**src/rtl/result_reader_pkg.sv**
```systemverilog
// Shared defaults and controller state encoding for the SRAM read-back path.
// The write-back block imports the same address/data defaults.
package result_reader_pkg;

  localparam int unsigned DefAddrW    = 8;
  localparam int unsigned DefDataW    = 9;
  localparam int unsigned DefBaseAddr = 0;
  localparam int unsigned DefNumWords = 16;

  typedef enum logic [2:0] {
    StIdle  = 3'd0,
    StReq   = 3'd1,
    StWait  = 3'd2,
    StHold  = 3'd3,
    StDrain = 3'd4,
    StDone  = 3'd5
  } state_e;

endpackage

```
**src/rtl/result_reader_if.sv**
```systemverilog
// SRAM read port plus host stream handshake; master is the reader side.
interface result_reader_if #(
  parameter int unsigned ADDR_W = 8,
  parameter int unsigned DATA_W = 9
) ();
  logic              read_n;
  logic [ADDR_W-1:0] r_addr;
  logic              ry;
  logic [DATA_W-1:0] data_out;
  logic [DATA_W-1:0] out_data;
  logic              out_valid;
  logic              out_ready;

  modport master (
    output read_n, r_addr, out_data, out_valid,
    input  ry, data_out, out_ready
  );

  modport slave (
    input  read_n, r_addr, out_data, out_valid,
    output ry, data_out, out_ready
  );
endinterface

```
**src/rtl/result_reader_rd_fifo.sv**
```systemverilog
// First-word-fall-through buffer between the SRAM read port and the host stream.
module rd_fifo #(
  parameter int unsigned DEPTH  = 4,
  parameter int unsigned DATA_W = 9
) (
  input  logic              clk,
  input  logic              rst,
  input  logic              push,
  input  logic [DATA_W-1:0] din,
  input  logic              pop,
  output logic [DATA_W-1:0] dout,
  output logic              empty,
  output logic              full,
  output logic              almost_full
);
  localparam int unsigned AW   = $clog2(DEPTH);
  localparam int unsigned CntW = AW + 1;

  logic [DATA_W-1:0] mem [DEPTH];
  logic [AW-1:0]     wr_ptr_q, rd_ptr_q;
  logic [CntW-1:0]   count_q;
  logic              wr_en, rd_en;

  // A push on a full FIFO is only taken when a pop frees the slot in the same cycle.
  assign wr_en       = push && (!full || pop);
  assign rd_en       = pop && !empty;
  assign empty       = (count_q == '0);
  assign full        = (count_q == CntW'(DEPTH));
  assign almost_full = (count_q >= CntW'(DEPTH - 1));
  assign dout        = mem[rd_ptr_q];

  always_ff @(posedge clk) begin
    if (wr_en) mem[wr_ptr_q] <= din;
  end

  always_ff @(posedge clk or posedge rst) begin
    if (rst) begin
      wr_ptr_q <= '0;
      rd_ptr_q <= '0;
      count_q  <= '0;
    end else begin
      if (wr_en) wr_ptr_q <= wr_ptr_q + 1'b1;
      if (rd_en) rd_ptr_q <= rd_ptr_q + 1'b1;
      case ({wr_en, rd_en})
        2'b10:   count_q <= count_q + 1'b1;
        2'b01:   count_q <= count_q - 1'b1;
        default: count_q <= count_q;
      endcase
    end
  end
endmodule

```
**src/rtl/result_reader.sv**
```systemverilog
// Walks a contiguous block of SRAM result addresses after the ALU pass and
// streams the returned words to the host through a small FWFT buffer.
module result_reader
  import result_reader_pkg::*;
#(
  parameter int unsigned ADDR_W     = DefAddrW,
  parameter int unsigned DATA_W     = DefDataW,
  parameter int unsigned BASE_ADDR  = DefBaseAddr,
  parameter int unsigned NUM_WORDS  = DefNumWords,
  parameter int unsigned FIFO_DEPTH = 4,
  parameter int unsigned TIMEOUT    = 15
) (
  input  logic             clk,
  input  logic             rst,
  input  logic             start,
  result_reader_if.master  bus,
  output logic             busy,
  output logic             done,
  output logic             timeout_err
);
  localparam int unsigned CntW  = (NUM_WORDS > 1) ? $clog2(NUM_WORDS) : 1;
  localparam int unsigned WaitW = $clog2(TIMEOUT + 1);

  state_e            state_q, state_d;
  logic [ADDR_W-1:0] addr_q, addr_d;
  logic [CntW-1:0]   word_q, word_d;
  logic [WaitW-1:0]  wait_q, wait_d;
  logic              terr_q, terr_d;

  logic              fifo_push, fifo_pop, fifo_empty, fifo_full, fifo_afull;
  logic [DATA_W-1:0] fifo_dout;

  assign fifo_push = (state_q == StWait) && bus.ry;
  assign fifo_pop  = bus.out_ready && !fifo_empty;

  rd_fifo #(
    .DEPTH  (FIFO_DEPTH),
    .DATA_W (DATA_W)
  ) u_rd_fifo (
    .clk         (clk),
    .rst         (rst),
    .push        (fifo_push),
    .din         (bus.data_out),
    .pop         (fifo_pop),
    .dout        (fifo_dout),
    .empty       (fifo_empty),
    .full        (fifo_full),
    .almost_full (fifo_afull)
  );

  assign bus.read_n    = !((state_q == StReq) || (state_q == StWait));
  assign bus.r_addr    = addr_q;
  assign bus.out_valid = !fifo_empty;
  assign bus.out_data  = fifo_empty ? '0 : fifo_dout;
  assign busy          = (state_q != StIdle);
  assign done          = (state_q == StDone);
  assign timeout_err   = terr_q;

  always_comb begin
    state_d = state_q;
    addr_d  = addr_q;
    word_d  = word_q;
    wait_d  = wait_q;
    terr_d  = terr_q;
    unique case (state_q)
      StIdle: begin
        if (start) begin
          state_d = StReq;
          addr_d  = ADDR_W'(BASE_ADDR);
          word_d  = '0;
          terr_d  = 1'b0;
        end
      end
      StReq: begin
        wait_d  = '0;
        state_d = StWait;
      end
      StWait: begin
        if (bus.ry) begin
          addr_d = addr_q + 1'b1;
          word_d = word_q + 1'b1;
          // Room after this push (a same-cycle pop counts) allows the next request.
          if (word_q == CntW'(NUM_WORDS - 1)) state_d = StDrain;
          else if (!fifo_afull || fifo_pop)   state_d = StReq;
          else                                state_d = StHold;
        end else if (wait_q == WaitW'(TIMEOUT - 1)) begin
          terr_d  = 1'b1;
          state_d = StDrain;
        end else begin
          wait_d = wait_q + 1'b1;
        end
      end
      StHold:  if (!fifo_full) state_d = StReq;
      StDrain: if (fifo_empty) state_d = StDone;
      StDone:  state_d = StIdle;
      default: state_d = StIdle;
    endcase
  end

  always_ff @(posedge clk or posedge rst) begin
    if (rst) begin
      state_q <= StIdle;
      addr_q  <= ADDR_W'(BASE_ADDR);
      word_q  <= '0;
      wait_q  <= '0;
      terr_q  <= 1'b0;
    end else begin
      state_q <= state_d;
      addr_q  <= addr_d;
      word_q  <= word_d;
      wait_q  <= wait_d;
      terr_q  <= terr_d;
    end
  end
endmodule

```
**src/flat_wrapper.sv**
```systemverilog
// flat-port wrapper written by rule: the top's interface ports become plain ports
module result_reader_flat import result_reader_pkg::*;
#(
  parameter int unsigned ADDR_W     = DefAddrW,
  parameter int unsigned DATA_W     = DefDataW,
  parameter int unsigned BASE_ADDR  = DefBaseAddr,
  parameter int unsigned NUM_WORDS  = DefNumWords,
  parameter int unsigned FIFO_DEPTH = 4,
  parameter int unsigned TIMEOUT    = 15
)
  (clk, rst, start, busy, done, timeout_err, bus_read_n, bus_r_addr, bus_out_data, bus_out_valid, bus_ry, bus_data_out, bus_out_ready);
  result_reader_if #(.ADDR_W(ADDR_W), .DATA_W(DATA_W)) bus_i ();
  input  logic clk;
  input  logic rst;
  input  logic start;
  output logic busy;
  output logic done;
  output logic timeout_err;
  output wire logic [$bits(bus_i.read_n)-1:0] bus_read_n;
  output wire logic [$bits(bus_i.r_addr)-1:0] bus_r_addr;
  output wire logic [$bits(bus_i.out_data)-1:0] bus_out_data;
  output wire logic [$bits(bus_i.out_valid)-1:0] bus_out_valid;
  input wire logic [$bits(bus_i.ry)-1:0] bus_ry;
  input wire logic [$bits(bus_i.data_out)-1:0] bus_data_out;
  input wire logic [$bits(bus_i.out_ready)-1:0] bus_out_ready;
  assign bus_read_n = bus_i.read_n;
  assign bus_r_addr = bus_i.r_addr;
  assign bus_out_data = bus_i.out_data;
  assign bus_out_valid = bus_i.out_valid;
  assign bus_i.ry = bus_ry;
  assign bus_i.data_out = bus_data_out;
  assign bus_i.out_ready = bus_out_ready;
  result_reader #(.ADDR_W(ADDR_W), .DATA_W(DATA_W), .BASE_ADDR(BASE_ADDR), .NUM_WORDS(NUM_WORDS), .FIFO_DEPTH(FIFO_DEPTH), .TIMEOUT(TIMEOUT)) u_core (.clk(clk), .rst(rst), .start(start), .bus(bus_i), .busy(busy), .done(done), .timeout_err(timeout_err));
endmodule
```
**config.mk**
```make
export PLATFORM = sky130hd
export DESIGN_NAME = result_reader_flat
export DESIGN_NICKNAME = d
export VERILOG_FILES = /design/src/rtl/result_reader_pkg.sv /design/src/rtl/result_reader_if.sv /design/src/rtl/result_reader_rd_fifo.sv /design/src/rtl/result_reader.sv /design/src/flat_wrapper.sv
export SDC_FILE = /design/constraint.sdc
export NUM_CORES = 1
export LEC_CHECK = 0
export ABC_AREA = 1
export CORE_UTILIZATION = 30
export DETAILED_ROUTE_END_ITERATION = 7
export PLACE_DENSITY = 0.59
export SYNTH_ARGS = -nofsm -noshare
export SYNTH_HDL_FRONTEND = slang
export SYNTH_HIERARCHICAL = 1
export SYNTH_SLANG_ARGS = --single-unit
```
**constraint.sdc**
```tcl
create_clock -name clk -period 5.4 [get_ports clk]
set_clock_uncertainty 0.2 [all_clocks]
set_input_delay 0.54 -clock clk [delete_from_list [all_inputs] [get_ports clk]]
set_output_delay 0.54 -clock clk [all_outputs]
set_load 0.005 [all_outputs]
```
## Yosys cells after proc, flatten, opt, wreduce, memory -nomap -nowiden

Memories as Yosys holds them, arrays and structs flattened.
Cells that the tools add are included.

- Multiply operators: 0
- Equality and inequality tests: 18
- Reductions and logical operators: 21
- $add $sub $neg: 7
- Mux-type cells: 25
- Bitwise gates (word level): 0
- Shift operators: 0
- Divide/modulo/power cells: 0
- Magnitude comparators: 1

Operators by type and width:

| kind | number |
|---|---|
| $mux W3 | 6 |
| $mux W4 | 4 |
| $mux W8 | 2 |
| $pmux W4 S2 | 2 |
| $pmux W8 S2 | 1 |
| $pmux W3 S5 | 1 |
| $ne A2 B2 Y1 const B | 6 |
| $eq A3 B3 Y1 const B | 3 |
| $mux W9 | 1 |
| $add A4 B1 Y4 const B | 2 |
| $add A8 B1 Y8 const B | 1 |
| $eq A4 B4 Y1 const B | 2 |
| $reduce_and A4 Y1 | 2 |
| $eq A3 B2 Y1 const B | 2 |
| $logic_not A3 Y1 | 2 |
| $pmux W3 S2 | 1 |
| $reduce_and A3 Y1 | 2 |
| $reduce_bool A2 Y1 | 3 |
| $mux W1 | 5 |
| $add A2 B1 Y2 const B | 2 |
| $logic_and A1 B1 Y1 | 4 |
| $logic_not A1 Y1 | 4 |
| $add A3 B1 Y3 const B | 1 |
| $eq A3 B1 Y1 const B | 1 |
| 10 further kinds | 12 |

- Logic and storage cells: 81
- Bits in latches: 0
- Memories: 1
- Bits in registers: 27
- Output and inout port bits: 22
- Bits in writable memories: 36
- ROM bits: 0
- Input bits: 14

Memory list:

| name | depth | width | read ports | clocked after memory_dff | write ports | RTL line | text |
|---|---|---|---|---|---|---|---|
| u_core.u_rd_fifo.mem | 4 | 9 | 1 | 0 | 1 | result_reader_rd_fifo.sv:19 | `logic [DATA_W-1:0] mem [DEPTH];` |

## Depth between registers and ports, before layout

Gate-level depths: netlist of the first run.

- Word-level depth: 8
- Depth in mapped cells: 15
- Mapped depth without buffers: 15

## Hierarchy

The synthesis of the first run kept the hierarchy.

Modules (own cells, without submodules):

| module | sequential area each (um^2) | cells each | area an instance (um^2) | instances |
|---|---|---|---|---|
| rd_fifo | 1256.2 | 161 | 1866.8 | 1 |
| result_reader | 500.5 | 182 | 1306.3 | 1 |

## Worst setup path after synthesis of the first run

OpenSTA, ideal clock, no wires.

- Path kind: flip-flop to flip-flop
- Start point: register u_core.u_rd_fifo.count_q[0]
- End point: register u_core.u_rd_fifo.count_q[2]
- Data arrival time: 1.885 ns
- Library setup time: 0.117 ns
- Stages on the path, launching flop included: 15
- Buffers on the path: 0
- Slack: 3.198 ns
- Clock period less this slack: 2.202 ns
- Required time: 5.083 ns
- Path through: dfrtp_1 > nor2_2 > nand2_1 > inv_1 > nor2_1 > inv_1 > nand3_2 > nand2_4 > ha_1 > inv_1 > fa_1 > nand2_1 > nand3_1 > nand2_1 > nand2_1

- Word-level cells in the longest chain between the ends: 7
- Elaborated cells between the ends (all ways): 14
- Classes of those cells: add/sub (2); eq/ne (3); mux (1); reduce/logical (8)

Ends and longest elaborated chain:

| what | RTL line | text |
|---|---|---|
| from (decl) | result_reader_rd_fifo.sv:21 | `logic [CntW-1:0] count_q;` |
| from (signal assigned) | result_reader_rd_fifo.sv:45 | `2'b10: count_q <= count_q + 1'b1;` |
| from (signal assigned) | result_reader_rd_fifo.sv:46 | `2'b01: count_q <= count_q - 1'b1;` |
| from (signal assigned) | result_reader_rd_fifo.sv:47 | `default: count_q <= count_q;` |
| $logic_not A3 Y1 (*) | result_reader_rd_fifo.sv:27 | `assign empty = (count_q == '0);` |
| via u_core.fifo_empty | result_reader.sv:30 | `logic fifo_push, fifo_pop, fifo_empty, fifo_full, fifo_afull;` |
| $logic_not A1 Y1 (*) | result_reader.sv:34 | `assign fifo_pop = bus.out_ready && !fifo_empty;` |
| $logic_and A1 B1 Y1 (*) | result_reader.sv:34 |  |
| via u_core.fifo_pop | result_reader.sv:30 |  |
| $logic_or A1 B1 Y1 | result_reader_rd_fifo.sv:25 | `assign wr_en = push && (!full \|\| pop);` |
| $logic_and A1 B1 Y1 | result_reader_rd_fifo.sv:25 |  |
| $eq A2 B1 Y1 / $eq A2 B2 Y1 (equally long branches) | result_reader_rd_fifo.sv:44 | `case ({wr_en, rd_en})` |
| $pmux W3 S2 / $reduce_bool A2 Y1 (equally long branches) | - |  |

The timed path passes the listed nets; every way through them passes the cells marked *.
A chain may end at the register's enable or synchronous reset.

## Worst setup path in the final report of the first run

- Start point: register u_core.u_rd_fifo.rd_ptr_q[0]
- End point: output port bus_out_data[7]

- Word-level cells in the longest chain between the ends: 2

Ends and longest elaborated chain:

| what | RTL line | text |
|---|---|---|
| from (decl) | result_reader_rd_fifo.sv:20 | `logic [AW-1:0] wr_ptr_q, rd_ptr_q;` |
| from (signal assigned) | result_reader_rd_fifo.sv:43 | `if (rd_en) rd_ptr_q <= rd_ptr_q + 1'b1;` |
| $mem_v2 Z4 W9 | - |  |
| via u_core.fifo_dout[7] | result_reader.sv:31 | `logic [DATA_W-1:0] fifo_dout;` |
| $mux W9 | result_reader.sv:54 | `assign bus.out_data = fifo_empty ? '0 : fifo_dout;` |
| to (decl) | flat_wrapper.sv:21 | `output wire logic [$bits(bus_i.out_data)-1:0] bus_out_data;` |

The timed path passes the listed nets, and every way through them passes these cells.

==> results of run 1 <==
critical path, stage by stage, from the launching register on:
cell,delay [ps]
dfrtp_1,810
inv_2,320
o21ai_0,240
o21ai_1,110
inv_1,60
nor2_1,30
clkdlybuf4s50_1,460
state kept, by name, indices dropped and copies added (netlist names):
signal / count
u_core/u_rd_fifo/mem: 36
u_core/bus.r_addr: 8
u_core/wait_q: 4
u_core/word_q: 4
u_core/state_q: 3
u_core/u_rd_fifo/count_q: 3
u_core/u_rd_fifo/rd_ptr_q: 2
u_core/u_rd_fifo/wr_ptr_q: 2
u_core/timeout_err: 1
metrics by stage:
stage / util / power [mW]
after detailed placement: 0.353 / 1.43
final: 0.374 / 1.85
after global placement: 0.353 / 1.41
after CTS: 0.374 / 1.87
after global routing: 0.374 / 2.00
after floorplan: - / 1.19
power by group through the flow:
stage | Combinational, mW | Clock [mW] | Sequential [mW]
2_1_floorplan | 0.538 | 0 | 0.647
3_3_place_gp | 0.726 | 0 | 0.689
3_5_place_dp | 0.737 | 0 | 0.691
4_1_cts | 0.738 | 0.452 | 0.682
5_1_grt | 0.833 | 0.470 | 0.695
6_report | 0.727 | 0.440 | 0.682
layer usage:
metal | wire length, um | up-vias
li1 | - | 1190
met1 | 3150 | 1098
met2 | 2720 | 51
met3 | 241 | 12
met4 | 107 | 0
met5 | 0 | -
cell type report:
| type | count | area share |
|---|---|---|
| sequential | 63 | 0.458 |
| multi-input combinational | 227 | 0.306 |
| timing repair buffer | 35 | 0.0913 |
| inverter | 46 | 0.0456 |
| tap | 136 | 0.0443 |
| clock buffer | 10 | 0.0332 |
| clock inverter | 6 | 0.0222 |
cell usage in the layout (no fill, tap or decap), drive strengths merged:
cell type | netlist | layout
nand2 | 76 | 76
nor2 | 63 | 63
inv | 46 | 46
edfxtp | 36 | 36
o21ai | 36 | 36
clkdlybuf4s50 | 0 | 35
dfrtp | 27 | 27
nand3 | 23 | 23
clkbuf | 1 | 10
ha | 9 | 9
nand4 | 5 | 5
a21oi | 3 | 3
xor2 | 3 | 3
clkinv | 0 | 3
bufinv | 0 | 2
o21bai | 2 | 2
nor3 | 2 | 2
xnor2 | 2 | 2
clkinvlp | 0 | 1
a21boi | 1 | 1
a22o | 1 | 1
fa | 1 | 1
final timing paths:
check                                                         start                                      end  slack (ps)  cells past startpoint
min in group clk                       u_core/word_q[0]$_DFFE_PP0P_             u_core/word_q[0]$_DFFE_PP0P_         320                      1
setup / recovery           u_core/u_rd_fifo/rd_ptr_q[0]$_DFFE_PP0P_                          bus_out_data[7]        2300                      6
setup reg to reg            u_core/u_rd_fifo/count_q[0]$_DFFE_PP0P_  u_core/u_rd_fifo/count_q[2]$_DFFE_PP0P_        2670                     14
max in group asynchronous                                       rst             u_core/word_q[0]$_DFFE_PP0P_        4010                      2
hold reg to reg                        u_core/word_q[0]$_DFFE_PP0P_             u_core/word_q[0]$_DFFE_PP0P_         320                      1
hold / removal                                                  rst  u_core/u_rd_fifo/count_q[1]$_DFFE_PP0P_         280                      2
cell families after synthesis:
kind of cell / Yosys count
and+or+nand+nor: 169
xor gates and xnor gates: 5
DFF: 63
buffers and inverters: 53
adders and majority gates: 10
AOI/OAI and AO/OA: 43
==> impl_metrics.json, run 1 <==
{
  "avgSynthCellArea_um2": 9.25,
  "p_sw_frac": 0.374,
  "grtUsageMet3": 0.0256,
  "core_mm2": 0.0103,
  "wl_per_cell_um": 11.9,
  "htreeDepth": 3,
  "async_reset_ff_frac": 0.429,
  "path_class": "reg2out",
  "die_area_mm2": 0.0110,
  "crit_required_ps": 4660,
  "synth_xor_area_frac": 0.0138,
  "grt_util_met2": 0.184,
  "cts_resized": 0,
  "synth_edf_count": 36,
  "cp-end-kind": "output port",
  "max_freq_mhz": 323,
  "ys_types": 31,
  "cts.sinks": 63,
  "yosys_register_bits": 63,
  "switching_power_mw": 0.691,
  "syn_nets": 367,
  "ant_nets": 0,
  "port_buffers": 35,
  "multi_input_area_mm2": 0.00117,
  "combPwrFrac": 0.393,
  "cts_inserted_buffers": 9,
  "hold_ws_ps": 285,
  "synthMuxAreaShare": 0,
  "clk_pin_slew_worst_paths_ps": 80,
  "drt-initial-drc-count": 103,
  "syn_inst": 343,
  "ys.flop_type": "edfxtp_1",
  "clkPwrFrac": 0.238,
  "cap_violations": 0,
  "synth_top_cell_area_share": 0.341,
  "grt_usage": 0.122,
  "synth_simple_gate_area_share": 0.241,
  "n_fill_cell": 1079,
  "worst_slack_ps": 2300,
  "grt_pass1_wl_um": 10700,
  "syn_area_mm2": 0.00317,
  "p_leak_nw": 1.66,
  "ir_drop_mv": 0.169,
  "grt-ovfl-total": 0,
  "seqPwrFrac": 0.369,
  "netlist_top_cells_area": "edfxtp_1 34%, dfrtp_1 21%, nand2_1 8.5%",
  "placed_cells": 507,
  "drc": 0,
  "use_met1": 0.168,
  "tightest_slew_ps": 910,
  "fin_cells": 523,
  "final_nets": 406,
  "register_area_mm2": 0.00176,
  "gp_congestion": 0.780,
  "synth_top_family_by_area": "simple AND/OR/NAND/NOR gates",
  "synth_compound_area_frac": 0.0737,
  "synth_common_cells": "72 x nand2_1, 58 x nor2_1, 38 x inv_1, 36 x edfxtp_1, 27 x dfrtp_1",
  "hold_viol": 0,
  "first_pass_iters": 7,
  "status": "complete, no violations",
  "design_area_mm2": 0.00384,
  "die_h_um": 105,
  "cts_root_buf": "clkbuf_8",
  "synth_fa_ha_area_frac": 0.0418,
  "arrival_ps": 2360,
  "via_per_inst": 4.50,
  "post-synth-top-count-cell": "nand2_1",
  "row_count": 37,
  "hp-class": "in2async",
  "cts_buffer_depth": 2,
  "finalCritPeriodShare": 0.573,
  "vias": 2351,
  "fp.dieW_um": 105,
  "ys_seq_area_frac": 0.554,
  "drive_above_1_share": 0.0982,
  "place_area_mm2": 0.00363,
  "start_kind": "register",
  "p_int_mw": 1.16,
  "top_usage_layer": "met2",
  "areaGrowthSynthToFinish_pct": 21.0,
  "relSlewSlack": 0.391,
  "path_max_fanout": 21,
  "postCtsSetupBuffers": 0,
  "grt_pass1_vias": 2199,
  "power_density_mw_per_mm2": 482,
  "drt_wl_total_um": 6220,
  "fin_setup_tns_ps": 0,
  "dp_hpwl_um": 4230,
  "finalMaxSlewViolations": 0,
  "clk_latency_ps": 330,
  "antenna_cells": 0,
  "cts_tree": "yes",
  "finalSetupViolCount": 0,
  "grt_max_degree": 22,
  "period_minus_slack_ps": 3100,
  "pre_cts_ws_ps": 2530,
  "hold_buffers": 0,
  "yosysWarningCount": 6,
  "yosys.area.top_type": "edfxtp_1",
  "grt_antenna_before_repair": 0,
  "start_util": 0.309,
  "rsz0062_at_grt": "false",
  "io_pins": 36
}
Power figures use the tool's default switching activity.
==> run 2: changes to the inputs <==
--- a/config.mk
+++ b/config.mk
@@ -8,7 +8,7 @@
 export ABC_AREA = 1
 export CORE_UTILIZATION = 30
 export DETAILED_ROUTE_END_ITERATION = 7
-export PLACE_DENSITY = 0.59
+export PLACE_DENSITY = 0.61
 export SYNTH_ARGS = -nofsm -noshare
 export SYNTH_HDL_FRONTEND = slang
 export SYNTH_HIERARCHICAL = 1
==> constraint.sdc (replaced) <==
create_clock -name clk -period 2.69 [get_ports clk]
set_clock_uncertainty 0.2 [all_clocks]
set_input_delay 0.269 -clock clk [delete_from_list [all_inputs] [get_ports clk]]
set_output_delay 0.269 -clock clk [all_outputs]
set_load 0.005 [all_outputs]
==> impl_metrics.json, run 2 (synthesis gave the netlist of run 1 again) <==
{
  "hold_ws_ps": 15.7,
  "first_pass_iters": 4,
  "finalCritPeriodShare": 0.923,
  "htreeDepth": 3,
  "crit_end": "bus_out_data[8]",
  "dp_hpwl_um": 4220,
  "placed_cells": 513,
  "switching_power_mw": 1.42,
  "via_per_inst": 4.49,
  "r2r_cells": 14,
  "fin_setup_tns_ps": 0,
  "drt-initial-drc-count": 84,
  "die_area_mm2": 0.0110,
  "drc": 0,
  "fp.dieW_um": 105,
  "largest_reg_flops": 36,
  "final_cell_mix": "72 x nand2_1, 58 x nor2_1, 38 x inv_1",
  "row_count": 37,
  "areaGrowthSynthToFinish_pct": 22.3,
  "worst_slack_ps": 208,
  "path_max_fanout": 12,
  "period_minus_slack_ps": 2480,
  "max_freq_mhz": 403,
  "antenna_cells": 0,
  "p_total_mw": 3.71,
  "io_pins": 36,
  "drt_wl_total_um": 6400,
  "grt_antenna_before_repair": 0,
  "port_buffers": 35,
  "ant_nets": 0,
  "core_mm2": 0.0103,
  "hold_viol": 0,
  "crit_start": "u_core/u_rd_fifo/rd_ptr_q[0]$_DFFE_PP0P_",
  "tightest_slew_ps": 792,
  "cp-end-kind": "output port",
  "grt_pass1_vias": 2356,
  "cts_buffer_depth": 2,
  "hp-class": "in2async",
  "crit_required_ps": 2220,
  "wl_per_cell_um": 12.1,
  "drive_above_1_share": 0.120,
  "grt_max_degree": 21,
  "fin_cells": 529,
  "cts_tree": "yes",
  "path_class": "reg2out",
  "place_area_mm2": 0.00367,
  "seqPwrFrac": 0.362,
  "cts.sinks": 63,
  "start_kind": "register",
  "regMostFlops": "u_core/u_rd_fifo/mem",
  "final_common_cell": "nand2_1",
  "pre_cts_ws_ps": 204,
  "clk_latency_ps": 340,
  "rsz0062_at_grt": "false",
  "p_int_mw": 2.29,
  "arrival_ps": 2010,
  "start_util": 0.309,
  "ir_drop_mv": 0.384,
  "design_area_mm2": 0.00388,
  "clkPwrFrac": 0.226,
  "p_sw_frac": 0.383,
  "r2r-start": "u_core/u_rd_fifo/count_q[0]$_DFFE_PP0P_",
  "gp_congestion": 0.845,
  "grt-ovfl-total": 0,
  "cts_root_buf": "clkbuf_8",
  "r2r_end": "u_core/u_rd_fifo/count_q[2]$_DFFE_PP0P_",
  "final_nets": 412,
  "die_h_um": 105,
  "cts_inserted_buffers": 9,
  "clk_pin_slew_worst_paths_ps": 70,
  "grt_pass1_wl_um": 10700,
  "cap_violations": 0,
  "finalSetupViolCount": 0,
  "grt_usage": 0.126,
  "relSlewSlack": 0.472,
  "power_density_mw_per_mm2": 957,
  "p_leak_nw": 1.68,
  "hold_buffers": 0,
  "status": "complete, no violations",
  "combPwrFrac": 0.412,
  "finalMaxSlewViolations": 0,
  "rrSetupSlack_ps": 320,
  "vias": 2376,
  "final_util": 0.378
}
-- run 2: changes by cell type in the layout (fill, tap and decap cells not counted), sizes merged --
cell,delta
buf,+6
bufinv,-1
inv,-1
clkinvlp,+2
-- run 2: area by class of cell --
type,count,area (um^2)
Clock inverter,6,70.1
Fill cell,1022,6400
Sequential cell,63,1760
Clock buffer,10,138
Tap cell,136,170
Multi-Input combinational cell,227,1170
Inverter,46,176
Timing Repair Buffer,41,395
-- run 2: critical path, cell delays in order, from the launching register on --
cell,delay [ps]
dfrtp_2,480
buf_4,230
nor2_1,60
nor2_1,70
o21ai_1,70
o21ai_1,80
inv_1,50
nor2_1,110
clkdlybuf4s50_1,510
-- run 2: worst min path at each step --
stage	to	slack, ps	cells past startpoint
after global placement	u_core/word_q[1]$_DFFE_PP0P_	280	2
after detailed placement	u_core/u_rd_fifo/count_q[2]$_DFFE_PP0P_	300	2
after floorplan	u_core/u_rd_fifo/count_q[0]$_DFFE_PP0P_	-130	1
final	u_core/u_rd_fifo/rd_ptr_q[0]$_DFFE_PP0P_	20	2
after global routing	u_core/u_rd_fifo/rd_ptr_q[0]$_DFFE_PP0P_	40	2
after CTS	u_core/u_rd_fifo/rd_ptr_q[0]$_DFFE_PP0P_	20	2
-- run 2: power groups by stage --
stage               combinational [mW]  sequential, mW  clock (mW)
CTS                               1.55            1.34       0.873
global placement                  1.51            1.35           0
global route                      1.74            1.36       0.913
finish                            1.53            1.34       0.841
detailed placement                1.54            1.36           0
floorplan                         1.08            1.30           0
-- run 2: what timing repair did --
item,CTS,global route
setup buffers,0,0
resized for setup,0,2
endpoints found under the setup margin,0,8
-- run 2: per-layer routing --
layer | wire length (um) | vias to the layer above | part of all wire | track usage
li1 | - | 1200 | - | -
met4 | 48 | 0 | 0.0075 | 0.0402
met3 | 283 | 6 | 0.044 | 0.0424
met1 | 3030 | 1110 | 0.47 | 0.155
met5 | 0 | - | 0 | 0
met2 | 3030 | 60 | 0.47 | 0.207
==> run 3: changes to the inputs <==
--- a/config.mk
+++ b/config.mk
@@ -6,6 +6,7 @@
 export NUM_CORES = 1
 export LEC_CHECK = 0
 export ABC_AREA = 1
+export CAP_MARGIN = 20
 export CORE_UTILIZATION = 30
 export DETAILED_ROUTE_END_ITERATION = 7
 export PLACE_DENSITY = 0.61
==> results of run 3 <==
The final DEF is identical to that of run 2; final timing and power are the same.
